<file path="src/rtl/if_fetch_queue_if.sv">
// Bundle of the instruction-memory and decode-side handshakes of the fetch queue.
//   imem_req/imem_addr   : fetch request and word address (fetch queue -> imem)
//   imem_ack/imem_rdata  : request completion and instruction word (imem -> fetch queue)
//   redirect/redirect_pc : flush and restart from execute
//   id_valid/instruction/PC, id_ready : head-entry handshake towards decode
// master = fetch queue side, slave = memory/execute/decode environment.
interface if_fetch_queue_if #(
    parameter int WIDTH = 64
);
    logic             imem_req;
    logic [WIDTH-1:0] imem_addr;
    logic             imem_ack;
    logic [31:0]      imem_rdata;
    logic             redirect;
    logic [WIDTH-1:0] redirect_pc;
    logic             id_valid;
    logic             id_ready;
    logic [31:0]      instruction;
    logic [WIDTH-1:0] PC;

    modport master (
        output imem_req, imem_addr,
        input  imem_ack, imem_rdata,
        input  redirect, redirect_pc,
        output id_valid, instruction, PC,
        input  id_ready
    );

    modport slave (
        input  imem_req, imem_addr,
        output imem_ack, imem_rdata,
        output redirect, redirect_pc,
        input  id_valid, instruction, PC,
        output id_ready
    );
endinterface

</file>
<file path="src/rtl/if_fetch_queue.sv">
// Decoupled instruction-fetch front end. Issues word fetches over a req/ack
// handshake, buffers up to two {PC, instruction} pairs and hands them to decode
// over valid/ready. Redirects flush the buffer and restart fetch; a request that
// is still outstanding at redirect time is drained and its data dropped.
// Ports:
//   clk : rising-edge clock
//   rst : asynchronous active-high reset
//   bus : if_fetch_queue_if.master (imem req/ack, redirect, decode valid/ready)
module if_fetch_queue #(
    parameter int               WIDTH    = 64,
    parameter logic [WIDTH-1:0] RESET_PC = '0
) (
    input  logic              clk,
    input  logic              rst,
    if_fetch_queue_if.master  bus
);
    typedef enum logic [1:0] {IDLE, REQ, DRAIN} state_t;

    state_t           state, state_d;
    logic [WIDTH-1:0] fetch_pc, fetch_pc_d;
    logic [WIDTH-1:0] addr_q, addr_d;
    logic [WIDTH-1:0] pc_mem  [2];
    logic [31:0]      ins_mem [2];
    logic             rd_ptr, wr_ptr;
    logic [1:0]       count;
    logic             deq, enq, flush, space, ack;
    logic [WIDTH-1:0] next_addr, redir_pc;

    assign ack       = bus.imem_ack;
    assign redir_pc  = {bus.redirect_pc[WIDTH-1:2], 2'b00};
    assign next_addr = addr_q + WIDTH'(4);   // wraps modulo 2^WIDTH
    assign deq       = (count != 2'd0) && bus.id_ready;
    // Room for one more entry once this cycle's dequeue is accounted for.
    assign space     = !((count == 2'd2) && !deq);

    always_ff @(posedge clk or posedge rst) begin
        if (rst) state <= IDLE;
        else     state <= state_d;
    end

    always_comb begin
        state_d    = state;
        addr_d     = addr_q;
        fetch_pc_d = fetch_pc;
        flush      = 1'b0;
        enq        = 1'b0;
        case (state)
            IDLE: begin
                if (bus.redirect) begin
                    flush      = 1'b1;
                    fetch_pc_d = redir_pc;
                    addr_d     = redir_pc;
                    state_d    = REQ;
                end else if (space) begin
                    addr_d  = fetch_pc;
                    state_d = REQ;
                end
            end
            REQ: begin
                if (bus.redirect) begin
                    flush      = 1'b1;
                    fetch_pc_d = redir_pc;
                    // Returning data belongs to the old stream; reissue at the
                    // target right away if the transaction closed, else drain it.
                    if (ack) addr_d  = redir_pc;
                    else     state_d = DRAIN;
                end else if (ack) begin
                    enq        = 1'b1;
                    fetch_pc_d = next_addr;
                    // REQ only ever runs with count <= 1, so the post-enqueue
                    // count stays below 2 unless one entry is sitting un-dequeued.
                    if ((count == 2'd0) || deq) addr_d  = next_addr;
                    else                        state_d = IDLE;
                end
            end
            DRAIN: begin
                if (bus.redirect) begin
                    flush      = 1'b1;
                    fetch_pc_d = redir_pc;
                end else if (ack) begin
                    addr_d  = fetch_pc;
                    state_d = REQ;
                end
            end
            default: state_d = IDLE;
        endcase
    end

    always_ff @(posedge clk or posedge rst) begin
        if (rst) begin
            fetch_pc   <= RESET_PC;
            addr_q     <= '0;
            count      <= 2'd0;
            rd_ptr     <= 1'b0;
            wr_ptr     <= 1'b0;
            pc_mem[0]  <= '0;
            pc_mem[1]  <= '0;
            ins_mem[0] <= '0;
            ins_mem[1] <= '0;
        end else begin
            fetch_pc <= fetch_pc_d;
            addr_q   <= addr_d;
            if (flush) begin
                // Redirect wins over a same-cycle dequeue; enq is never set here.
                count  <= 2'd0;
                rd_ptr <= 1'b0;
                wr_ptr <= 1'b0;
            end else begin
                count <= count + {1'b0, enq} - {1'b0, deq};
                if (deq) rd_ptr <= ~rd_ptr;
                if (enq) begin
                    wr_ptr          <= ~wr_ptr;
                    pc_mem[wr_ptr]  <= addr_q;
                    ins_mem[wr_ptr] <= bus.imem_rdata;
                end
            end
        end
    end

    assign bus.imem_req    = (state != IDLE);
    assign bus.imem_addr   = addr_q;
    assign bus.id_valid    = (count != 2'd0);
    assign bus.instruction = ins_mem[rd_ptr];
    assign bus.PC          = pc_mem[rd_ptr];
endmodule

</file>
<file path="src/flat_wrapper.sv">
// flat-port wrapper written by rule: the top's interface ports become plain ports
module if_fetch_queue_flat 
#(
    parameter int               WIDTH    = 64,
    parameter logic [WIDTH-1:0] RESET_PC = '0
)
  (clk, rst, bus_imem_req, bus_imem_addr, bus_imem_ack, bus_imem_rdata, bus_redirect, bus_redirect_pc, bus_id_valid, bus_instruction, bus_PC, bus_id_ready);
  if_fetch_queue_if #(.WIDTH(WIDTH)) bus_i ();
  input  logic clk;
  input  logic rst;
  output wire logic [$bits(bus_i.imem_req)-1:0] bus_imem_req;
  output wire logic [$bits(bus_i.imem_addr)-1:0] bus_imem_addr;
  input wire logic [$bits(bus_i.imem_ack)-1:0] bus_imem_ack;
  input wire logic [$bits(bus_i.imem_rdata)-1:0] bus_imem_rdata;
  input wire logic [$bits(bus_i.redirect)-1:0] bus_redirect;
  input wire logic [$bits(bus_i.redirect_pc)-1:0] bus_redirect_pc;
  output wire logic [$bits(bus_i.id_valid)-1:0] bus_id_valid;
  output wire logic [$bits(bus_i.instruction)-1:0] bus_instruction;
  output wire logic [$bits(bus_i.PC)-1:0] bus_PC;
  input wire logic [$bits(bus_i.id_ready)-1:0] bus_id_ready;
  assign bus_imem_req = bus_i.imem_req;
  assign bus_imem_addr = bus_i.imem_addr;
  assign bus_i.imem_ack = bus_imem_ack;
  assign bus_i.imem_rdata = bus_imem_rdata;
  assign bus_i.redirect = bus_redirect;
  assign bus_i.redirect_pc = bus_redirect_pc;
  assign bus_id_valid = bus_i.id_valid;
  assign bus_instruction = bus_i.instruction;
  assign bus_PC = bus_i.PC;
  assign bus_i.id_ready = bus_id_ready;
  if_fetch_queue #(.WIDTH(WIDTH), .RESET_PC(RESET_PC)) u_core (.clk(clk), .rst(rst), .bus(bus_i));
endmodule
</file>
<file path="config.mk">
export PLATFORM = sky130hd
export DESIGN_NAME = if_fetch_queue_flat
export DESIGN_NICKNAME = d
export VERILOG_FILES = /design/src/rtl/if_fetch_queue_if.sv /design/src/rtl/if_fetch_queue.sv /design/src/flat_wrapper.sv
export SDC_FILE = /design/constraint.sdc
export NUM_CORES = 1
export LEC_CHECK = 0
export BUFFER_PORTS_ARGS = -buffer_cell sky130_fd_sc_hd__buf_4
export CAP_MARGIN = 20
export CORE_MARGIN = 5
export CORE_UTILIZATION = 40
export CTS_BUF_LIST = sky130_fd_sc_hd__clkbuf_4 sky130_fd_sc_hd__clkbuf_8 sky130_fd_sc_hd__clkbuf_16
export CTS_CLUSTER_SIZE = 10
export DETAILED_ROUTE_END_ITERATION = 8
export PLACE_DENSITY_LB_ADDON = 0.1
export SETUP_SLACK_MARGIN = 0.3
export SLEW_MARGIN = 20
export SYNTH_ARGS = -nofsm -noshare
export SYNTH_HDL_FRONTEND = slang
export SYNTH_SLANG_ARGS = --single-unit
export TNS_END_PERCENT = 10
</file>
<file path="constraint.sdc">
create_clock -name clk -period 10.3 [get_ports clk]
set_input_delay 2.06 -clock clk [delete_from_list [all_inputs] [get_ports clk]]
set_output_delay 2.06 -clock clk [all_outputs]
set_load 0.01 [all_outputs]
</file>
* Word-level counts from Yosys, hierarchy flattened
Cells that the tools add are included.
** Operators by class
- Add/subtract/negate cells :: 3
- Order comparisons :: 3
- Eq/ne operators :: 12
- Mux-type cells :: 44
- Bitwise gates (word level) :: 5
- Reduce and logical (&&, ||, !) cells :: 19
** Operators by type and width (number)
- two-way mux 64 bit :: 15
- one-hot mux 64 bit (3 select lines) :: 1
- bitwise mux 128 bit :: 1
- two-way mux 32 bit :: 4
- one-hot mux 64 bit (2 select lines) :: 1
- adder 64 x 3 -> 64 bit (second input constant) :: 1
- bitwise mux 64 bit :: 1
- demux 64 bit (select 1 bit) :: 1
- demux 32 bit (select 1 bit) :: 1
- two-way mux 2 bit :: 9
- inequality test 3 bit (second input constant) :: 4
- AND reduction 6 bit :: 2
- nonzero test 2 bit :: 5
- two-way mux 1 bit :: 9
- inequality test 2 bit (second input constant) :: 3
- one-hot mux 2 bit (3 select lines) :: 1
- == test 2 bit (second input constant) :: 2
- >= comparator 2 bit (second input constant) :: 2
- zero test 2 bit :: 2
- NOT 1 -> 2 bit :: 2
- logical AND 1 bit :: 3
- inequality test 3 x 2 -> 1 bit (second input constant) :: 1
- NOT 1 bit :: 3
- AND reduction 3 bit :: 1
- 11 further kinds :: 11
** Storage, ports and cells
- Register bits after elaboration :: 326
- Bits of input ports :: 101
- Output and inout bits :: 162
- Word-level logic and storage cells :: 96

* Longest topological paths before layout
Gate-level depths: netlist of the first run.
- Depth in word-level cells :: 7
- Mapped depth :: 10
- Mapped depth without buffers :: 8

* Worst setup path before layout of the first run
Ideal clock, no wire load.
- Path type :: input -> register
- Start point :: in bus_redirect
- End point :: reg u_core.pc_mem[100] (netlist name)
- Setup time :: 0.125 ns
- Data arrival time :: 3.800 ns
- Data required time :: 10.175 ns
- Path slack :: 6.375 ns
- Cell stages on the path :: 7
- Path buffers :: 3
- Path through :: clkbuf_1 -> inv_2 -> nand3_1 -> nor2_1 -> clkbuf_1 -> clkbuf_1 -> mux2_2
** On the way
- Word-level cells in the longest chain between the ends :: 4
- Elaborated cells between the ends (all ways) :: 6
- Those cells by class :: 4 x mux; 1 x bitwise; 1 x reduce/logical
** RTL lines
- start: declaration :: RTL line flat_wrapper.sv:15 : input wire logic [$bits(bus_i.redirect)-1:0] bus_redirect;
- two-way mux 1 bit :: RTL line if_fetch_queue.sv:49, if_fetch_queue.sv:60, if_fetch_queue.sv:77
- two-way mux 1 bit
- NOT 1 bit (no source line)
- AND reduction 2 bit (no source line) (*)
- end signal: indexed assignment :: RTL line if_fetch_queue.sv:113 : pc_mem[wr_ptr] <= addr_q;
- end: declaration :: RTL line if_fetch_queue.sv:22 : logic [WIDTH-1:0] pc_mem [2];
Mark *: on every way between the ends. The rest lies on a longest branch, timed or not.
A chain may end at the register's enable or synchronous reset.

* Final worst setup path of the first run
- Start point :: in bus_redirect
- End point :: reg u_core.pc_mem[36] (netlist name)
Same word-level chain as after synthesis.

==> flow_summary.toml, run 1 <==
[status]
status = "complete, no violations"

[worst_setup_path]
cpPeakStageDelay_ns = 0.82
cp_slowest_cell = "buf_4"
path_buf_inv = 5
worstPathCellList = "buf_4, buf_4, inv_2, nand3_1, inv_1, nand2_4, buf_4, mux2_2"
worst-path-max-fanout = 62
startpoint_type = "input port"
cp.arrival_ns = 5.59
crit_path_frequent_cell = "buf_4"
crit_required_ns = 10.74
crit_family = "buffers and inverters"
worstSetupPathType = "input port to register"
cp-end-kind = "register"

[die]
dieArea_mm2 = 0.0474
die_h_um = 218
start_util_pct = 40.3
fp.dieW_um = 218
rows = 76
core_area_mm2 = 0.0429
io_pins = 263

[power_and_ir_drop]
peakVddDrop_uv = 164
p_per_area_mw_per_mm2 = 334
p_leak_uw = 0.00932

[synth]
ys_warn_count = 0
async_flop_share_pct = 100
synth.top_cells.by_area = "dfrtp_1, mux2_2, o21ai_0, nand2_1, clkbuf_1"
synth_area_mm2 = 0.0173
synth_flop_cell = "dfrtp_1"
synthCells = 1647
synth_top_area_share_pct = 47.3
synthesis.nets = 1755
ys_ff_latch = 326
synth_area_leader_cell = "dfrtp_1"
syn_area_per_cell_um2 = 10.5
synth_edf_count = 0
synth_cell_types = 63
ys_seq_area_share_pct = 47.3

[route]
via_per_inst = 5.70
wl_um = 54200
drc = 0
drt_first_pass_iters = 6
avgRoutedWirePerCell_um = 22.2
drt_iter0_markers = 721
vias = 13900
postRouteAntennaNets = 0

[sta]
fin_crit_ns = 5.16
hold_violations = 0
worst_slew_pin_slew_ns = 1.05
skew_ns = 0.0176
rsz0062_at_grt = "false"
slew_headroom_pct = 29.9
slew_violations = 0
fmax_mhz = 194
setup_viol = 0
finalHoldWorstSlack_ns = 0.476
period_share_pct = 50.1
finalSetupTns_ns = 0

[cts]
clock-sinks = 326
htree_levels = 2
clockRootBuffer = "clkbuf_16"
post_cts_buffers = 0
cts_tree = "done"
clkTransAtPathRegs_ns = 0.06
cts_hold_buf = 0
insertion_delay_ns = 0.56
clock_path_buffers = 3
cts_buffers = 40
cts_resized = 0

[global_routing]
grt_usage_pct = 22.4
grt_max_degree = 177
grt_first_pass_wirelength_um = 84000
grt_pass1_vias = 14200
grt-ovfl-total = 0
antenna_found_initial = 5

[flow_run]
cap_violations = 0

[placed_design]
port_buffers = 260
dp_hpwl_um = 34100
gp_congestion = 0.813

[finish]
layout_commonest_cell = "dfrtp_1"
nets = 1946
area_delta_synth_final_pct = 21.0
final_cell_mix = "dfrtp_1, buf_4, mux2_2"
drive_gt1_share_pct = 34.9
nFillCells = 3957

[worst_hold_path]
hold_class = "register to register"
[layer usage]
metal / global-route usage (%) / vias up / part of all wire, %
li1: - / 6375 / -
met1: 30.5 / 7033 / 44
met2: 35.8 / 390 / 47
met3: 4.60 / 92 / 5.9
met4: 7.56 / 8 / 2.6
met5: 0 / - / 0.12
[flip-flops by register name, summed over array words and instances (netlist names)]
name / cells
u_core.wr_ptr: 1
u_core.count: 2
u_core.fetch_pc: 64
u_core.pc_mem: 128
u_core.state: 2
u_core.bus.imem_addr: 64
u_core.rd_ptr: 1
u_core.ins_mem: 64
[final timing paths]
path                       slack [ns]  cells past startpoint                       end               start
min                              0.48                      2        u_core.fetch_pc[1]  u_core.fetch_pc[1]
min reg2reg                      0.48                      2        u_core.fetch_pc[1]  u_core.fetch_pc[1]
max                              5.14                      8         u_core.pc_mem[36]        bus_redirect
min in group asynchronous        1.64                      3         u_core.pc_mem[10]                 rst
max in group asynchronous        6.79                      5  u_core.bus.imem_addr[55]                 rst
max reg2reg                      6.26                      6  u_core.bus.imem_addr[28]     u_core.state[0]
[through the flow]
stage | std cells | utilization, % | cell area, um2 | power, uW | setup slack [ns]
final | 2439 | 48.7 | 20900 | 6980 | 5.14
after global routing | 2439 | 48.7 | 20900 | 7460 | 4.95
after CTS | 2437 | 48.6 | 20900 | 7050 | 5.16
after detailed placement | 2380 | 45.9 | 19700 | 5690 | 4.58
after global placement | 2380 | 45.9 | 19700 | 5610 | 4.58
after floorplan | 1647 | - | 17300 | 4370 | 3.89
[cell families (layout without fill, tap and decap cells)]
group / after synthesis / after routing / synth area share [%]
other: 0 / 1 / 0
buffers and inverters: 163 / 369 / 3.62
muxes: 322 / 322 / 20.7
and+or+nand+nor: 409 / 409 / 11.6
DFF: 326 / 326 / 47.3
xor gates and xnor gates: 55 / 55 / 2.79
AOI/OAI and AO/OA: 365 / 365 / 13.5
adders and majority gates: 7 / 7 / 0.507
[power breakdown]
part           internal [uW]  switching (uW)
clock network            785             536
registers               1860             590
logic                   1530            1670
[cells in the mapped netlist, drive strengths merged, types with 4 or more instances]
cell type,n
clkbuf,114
nand2,136
inv,25
a221oi,12
a31oi,14
o31a,6
nor2b,7
a22o,9
and2,9
and3,21
xnor2,40
xor2,15
nand3,33
o211ai,24
nor3,25
a32oi,17
nor2,101
a21oi,62
nor4b,7
o22ai,7
o41ai,5
and4,18
dfrtp,326
o2bb2ai,6
mux2,282
nor4,9
a21o,11
buf,23
nand4,29
o21ai,133
a211oi,8
nand2b,4
o31ai,9
a22oi,16
mux2i,40
ha,7
[final cells by class]
class / count / area, um2 / area share [%]
diodes: 1 / 2.50 / 0.0120
clock buffers: 54 / 1170 / 5.62
clock inverters: 3 / 22.5 / 0.108
inverters: 26 / 101 / 0.485
multi-input cells: 1158 / 8520 / 40.8
flip-flops and latches: 326 / 8160 / 39.1
well taps: 585 / 732 / 3.50
repair buffers: 286 / 2180 / 10.4
[worst register-to-register path: stages, from the launching register on]
cell     delay, ns
dfrtp_1       0.41
ha_1          0.27
inv_1         0.78
o211a_2       0.98
buf_4         0.52
nand2_1       0.56
o31ai_1       0.42
Power figures use the tool's default switching activity.
==> run 2, diff against run 1 <==
==> constraint.sdc (replaced) <==
create_clock -name clk -period 4.2 [get_ports clk]
set_input_delay 0.84 -clock clk [delete_from_list [all_inputs] [get_ports clk]]
set_output_delay 0.84 -clock clk [all_outputs]
set_load 0.01 [all_outputs]
==> run 2 against run 1 <==
- sequential power grew 140%
- sequential cell count is the same
- core utilization grew 0.56 points
- routed wire length grew 0.57%
- combinational power grew to 2.5 times the previous value
- clock-buffer cell count is the same
- register-to-register slack lost 5.5 ns
- critical path type is now register to register
==> flow_summary.toml, run 2 (synthesized netlist as in run 1, its figures left out) <==
[die]
core_area_mm2 = 0.0429
die_h_um = 218
fp.dieW_um = 218
dieArea_mm2 = 0.0474
start_util_pct = 40.3
io_pins = 263
rows = 76

[route]
drt_first_pass_iters = 5
drc = 0
drt_iter0_markers = 1033
wl_um = 54500
postRouteAntennaNets = 0
vias = 14000
avgRoutedWirePerCell_um = 22.1
via_per_inst = 5.69

[finish]
area_delta_synth_final_pct = 22.4
final_util_pct = 49.3
final_cell_mix = "dfrtp_1, buf_4, mux2_2"
largest_register_ffs = 128
drive_gt1_share_pct = 35.7
nFillCells = 3972
stdcell_area_mm2 = 0.0211
top_register = "u_core.pc_mem"
nets = 1971
layout_commonest_cell = "dfrtp_1"

[cts]
cts_resized = 0
clkTransAtPathRegs_ns = 0.06
cts_hold_buf = 0
post_cts_buffers = 0
htree_levels = 2
clockRootBuffer = "clkbuf_16"
cts_buffers = 41
cts_tree = "done"
clock-sinks = 326
insertion_delay_ns = 0.54
clock_path_buffers = 3

[flow_run]
cap_violations = 0

[sta]
worst_slew_pin_slew_ns = 0.883
finalHoldWorstSlack_ns = 0.296
fin_crit_ns = 3.43
slew_headroom_pct = 41.1
setup_ws_ns = 0.766
setup_viol = 0
fmax_mhz = 291
skew_ns = 0.0146
hold_violations = 0
period_share_pct = 81.8
slew_violations = 0
rsz0062_at_grt = "false"

[worst_setup_path]
reg2reg_slack_ns = 0.77
worst-path-max-fanout = 10
r2r-start = "u_core.bus.imem_addr[2]"
r2r_cells = 7
cp-end-kind = "register"
crit_required_ns = 4.67
startpoint_type = "register"
worstSetupPathType = "register to register"
cp.arrival_ns = 3.90
r2r-end = "u_core.bus.imem_addr[38]"

[placed_design]
gp_congestion = 0.826
port_buffers = 260
placed_area_mm2 = 0.0199
dp_hpwl_um = 35600
dpl_worst_slack_ns = 0.781

[power_and_ir_drop]
combPwrFrac_pct = 47.0
power_frac_seq_pct = 34.4
p_leak_uw = 0.00946
p_per_area_mw_per_mm2 = 817
swShare_pct = 39.9
peakVddDrop_uv = 416
intPower_uw = 10400
clkPwrFrac_pct = 18.6
p_switching_uw = 6900

[worst_hold_path]
hold_class = "input port to asynchronous set/reset pin"

[global_routing]
grt_pass1_vias = 14300
grt_usage_pct = 22.5
grt_first_pass_wirelength_um = 84900
antenna_found_initial = 6
grt_max_degree = 107
grt-ovfl-total = 0

[status]
status = "complete, no violations"
## run 2: worst max-delay path by stage
stage	start	to	slack, ns	depth (start not counted)
floorplan	rst	u_core.bus.imem_addr[0]	-0.99	1
global placement	u_core.bus.imem_addr[2]	u_core.bus.imem_addr[38]	0.85	7
detailed placement	u_core.bus.imem_addr[2]	u_core.bus.imem_addr[38]	0.78	7
CTS	u_core.bus.imem_addr[2]	u_core.bus.imem_addr[38]	0.76	7
global route	u_core.bus.imem_addr[2]	u_core.bus.imem_addr[38]	0.56	7
finish	u_core.bus.imem_addr[2]	u_core.bus.imem_addr[38]	0.77	7
## run 2: metrics by stage
stage | instances | TNS, ns | total power, uW
6_report | 2467 | 0 | 17300
4_1_cts | 2463 | 0 | 17500
3_3_place_gp | 2405 | 0 | 14000
3_5_place_dp | 2405 | 0 | 14100
5_1_grt | 2466 | 0 | 18500
2_1_floorplan | 1647 | -322.98 | 10700
## run 2: worst max-delay path, stage by stage (launching register included)
cell and delay [ns]:
dfrtp_1 0.56, ha_1 0.34, nand2_1 0.20, or4_1 0.70
nor4_1 0.80, nand3_1 0.30, o31a_1 0.31, o22ai_1 0.14
## run 2: layout make-up
type / count / area (um2) / area share (%)
Antenna cell: 4 / 10.0 / 0.0474
Clock buffer: 54 / 1150 / 5.46
Clock inverter: 4 / 23.8 / 0.112
Inverter: 26 / 101 / 0.480
Multi-Input combinational cell: 1158 / 8510 / 40.3
Sequential cell: 326 / 8160 / 38.6
Tap cell: 585 / 732 / 3.46
Timing Repair Buffer: 310 / 2440 / 11.5
## run 2: power by group through the flow
stage | combinational [uW] | clock [uW] | sequential [uW]
after global placement | 8050 | 0 | 5910
after global routing | 8890 | 3420 | 6170
after floorplan | 5240 | 0 | 5460
after CTS | 8180 | 3320 | 5950
after detailed placement | 8140 | 0 | 6000
final | 8120 | 3210 | 5950
## run 2: layer usage
metal	part of all wire [%]	global-route usage, %
met2	47	36.3
met5	0.039	0
met4	2.4	7.26
met3	6.1	4.35
met1	44	30.7
==> run 3, diff against run 2 <==
==> constraint.sdc (replaced) <==
create_clock -name clk -period 3.3 [get_ports clk]
set_input_delay 0.66 -clock clk [delete_from_list [all_inputs] [get_ports clk]]
set_output_delay 0.66 -clock clk [all_outputs]
set_load 0.01 [all_outputs]
==> run 3 against run 2 <==
- sequential power grew 24%
- first-iteration DRC count fell by 15%
- via count is 0.83% higher
- critical endpoint unchanged
- non-clock buffer count is 20 higher
- register-to-register slack worse by 0.32 ns
- critical path depth is 1 higher
==> flow_summary.toml, run 3 (synthesized netlist as in run 1, its figures left out) <==
[global_routing]
grt-ovfl-total = 0
grt_max_degree = 95
busiest_layer = "met2"
grt_first_pass_wirelength_um = 84300
gr-usage-met3_pct = 3.65
grt_use_met1_pct = 31.5
grt_pass1_vias = 14100
use_met2_pct = 35.9
antenna_found_initial = 4
grt_usage_pct = 22.4

[cts]
post_cts_buffers = 0
clock-sinks = 326
cts_resized = 0
cts_tree = "done"
insertion_delay_ns = 0.56
clkTransAtPathRegs_ns = 0.06
cts_hold_buf = 0
cts_buffers = 40
htree_levels = 2
clockRootBuffer = "clkbuf_16"
clock_path_buffers = 3

[sta]
slew_violations = 0
slew_headroom_pct = 38.3
period_share_pct = 86.6
fmax_mhz = 350
worst_slew_pin_slew_ns = 0.926
setup_viol = 0
fin_crit_ns = 2.86
finalSetupTns_ns = 0
skew_ns = 0.0146
hold_violations = 0
rsz0062_at_grt = "true"

[worst_setup_path]
cp-end-kind = "register"
worst-path-max-fanout = 8
r2r_cells = 8
startpoint_type = "register"
r2r-start = "u_core.bus.imem_addr[3]"
reg2reg_slack_ns = 0.44
crit_required_ns = 3.78
r2r-end = "u_core.bus.imem_addr[38]"
worstSetupPathType = "register to register"
cp.arrival_ns = 3.34

[placed_design]
gp_congestion = 0.818
dp_hpwl_um = 36300
port_buffers = 260

[route]
drc = 0
vias = 14100
drt_first_pass_iters = 5
avgRoutedWirePerCell_um = 21.9
postRouteAntennaNets = 0
drt_iter0_markers = 880
wl_um = 54400
via_per_inst = 5.70

[power_and_ir_drop]
power_uw = 22100
clkPwrFrac_pct = 18.3
swShare_pct = 39.7
p_switching_uw = 8780
power_frac_seq_pct = 33.4
peakVddDrop_uv = 496
combPwrFrac_pct = 48.4
p_per_area_mw_per_mm2 = 1040
p_leak_uw = 0.00956
intPower_uw = 13300

[die]
dieArea_mm2 = 0.0474
core_area_mm2 = 0.0429
start_util_pct = 40.3
fp.dieW_um = 218
rows = 76
die_h_um = 218
io_pins = 263

[worst_hold_path]
hold_class = "input port to asynchronous set/reset pin"

[finish]
largest_register_ffs = 128
area_delta_synth_final_pct = 23.5
drive_gt1_share_pct = 36.4
nets = 1990
nFillCells = 3938
final_cell_mix = "dfrtp_1, buf_4, mux2_2"
layout_commonest_cell = "dfrtp_1"
top_register = "u_core.pc_mem"

[flow_run]
cap_violations = 0

[status]
status = "complete, no violations"
-- run 3: power groups by stage --
stage	registers, uW	logic [uW]	clock network, uW
after global placement	7330	10600	0
after CTS	7380	10800	4160
after floorplan	6960	6670	0
after detailed placement	7440	10700	0
after global routing	7650	11700	4290
final	7380	10700	4050
-- run 3: area by class of cell --
class                   instances  area, um2  area share [%]
diodes                          3       7.51          0.0352
clock buffers                  53       1140            5.35
clock inverters                 2       13.8          0.0645
inverters                      26        101           0.475
multi-input cells            1158       8520            39.9
flip-flops and latches        326       8160            38.3
well taps                     585        732            3.43
repair buffers                330       2650            12.4
-- run 3: metrics by stage --
| step | utilization (%) | std cells | area (um2) | setup WS, ns | hold WS, ns |
|---|---|---|---|---|---|
| after detailed placement | 47.0 | 2425 | 20200 | 0.315 | 0.460 |
| final | 49.7 | 2483 | 21300 | 0.442 | 0.192 |
| after CTS | 49.7 | 2480 | 21300 | 0.308 | 0.169 |
| after global routing | 49.7 | 2482 | 21300 | 0.238 | 0.219 |
| after floorplan | - | 1647 | 17300 | -1.71 | 0.439 |
| after global placement | 47.0 | 2425 | 20200 | 0.350 | 0.452 |
-- run 3: worst max-delay path, cell delays in order (launching register included) --
cell and delay, ns:
dfrtp_1 0.50, ha_2 0.31, nand2_1 0.17, or4_1 0.70
nor4_1 0.34, buf_4 0.19, nand3_1 0.16, o31a_1 0.28
o22ai_1 0.14
-- run 3: worst max-delay path by stage --
stage / from / end / slack (ns) / depth (start not counted)
global placement: u_core.bus.imem_addr[9] / u_core.fetch_pc[39] / 0.35 / 6
finish: u_core.bus.imem_addr[3] / u_core.bus.imem_addr[38] / 0.44 / 8
floorplan: rst / u_core.bus.imem_addr[0] / -1.71 / 1
detailed placement: u_core.bus.imem_addr[9] / u_core.fetch_pc[39] / 0.31 / 6
global route: u_core.bus.imem_addr[3] / u_core.bus.imem_addr[38] / 0.24 / 8
CTS: u_core.bus.imem_addr[9] / u_core.fetch_pc[39] / 0.31 / 6
-- run 3: routing by layer --
metal	share of wire (%)	wire (um)
met1	45	24700
met5	0.024	13
met2	47	25500
met3	5.5	2980
met4	2.3	1280
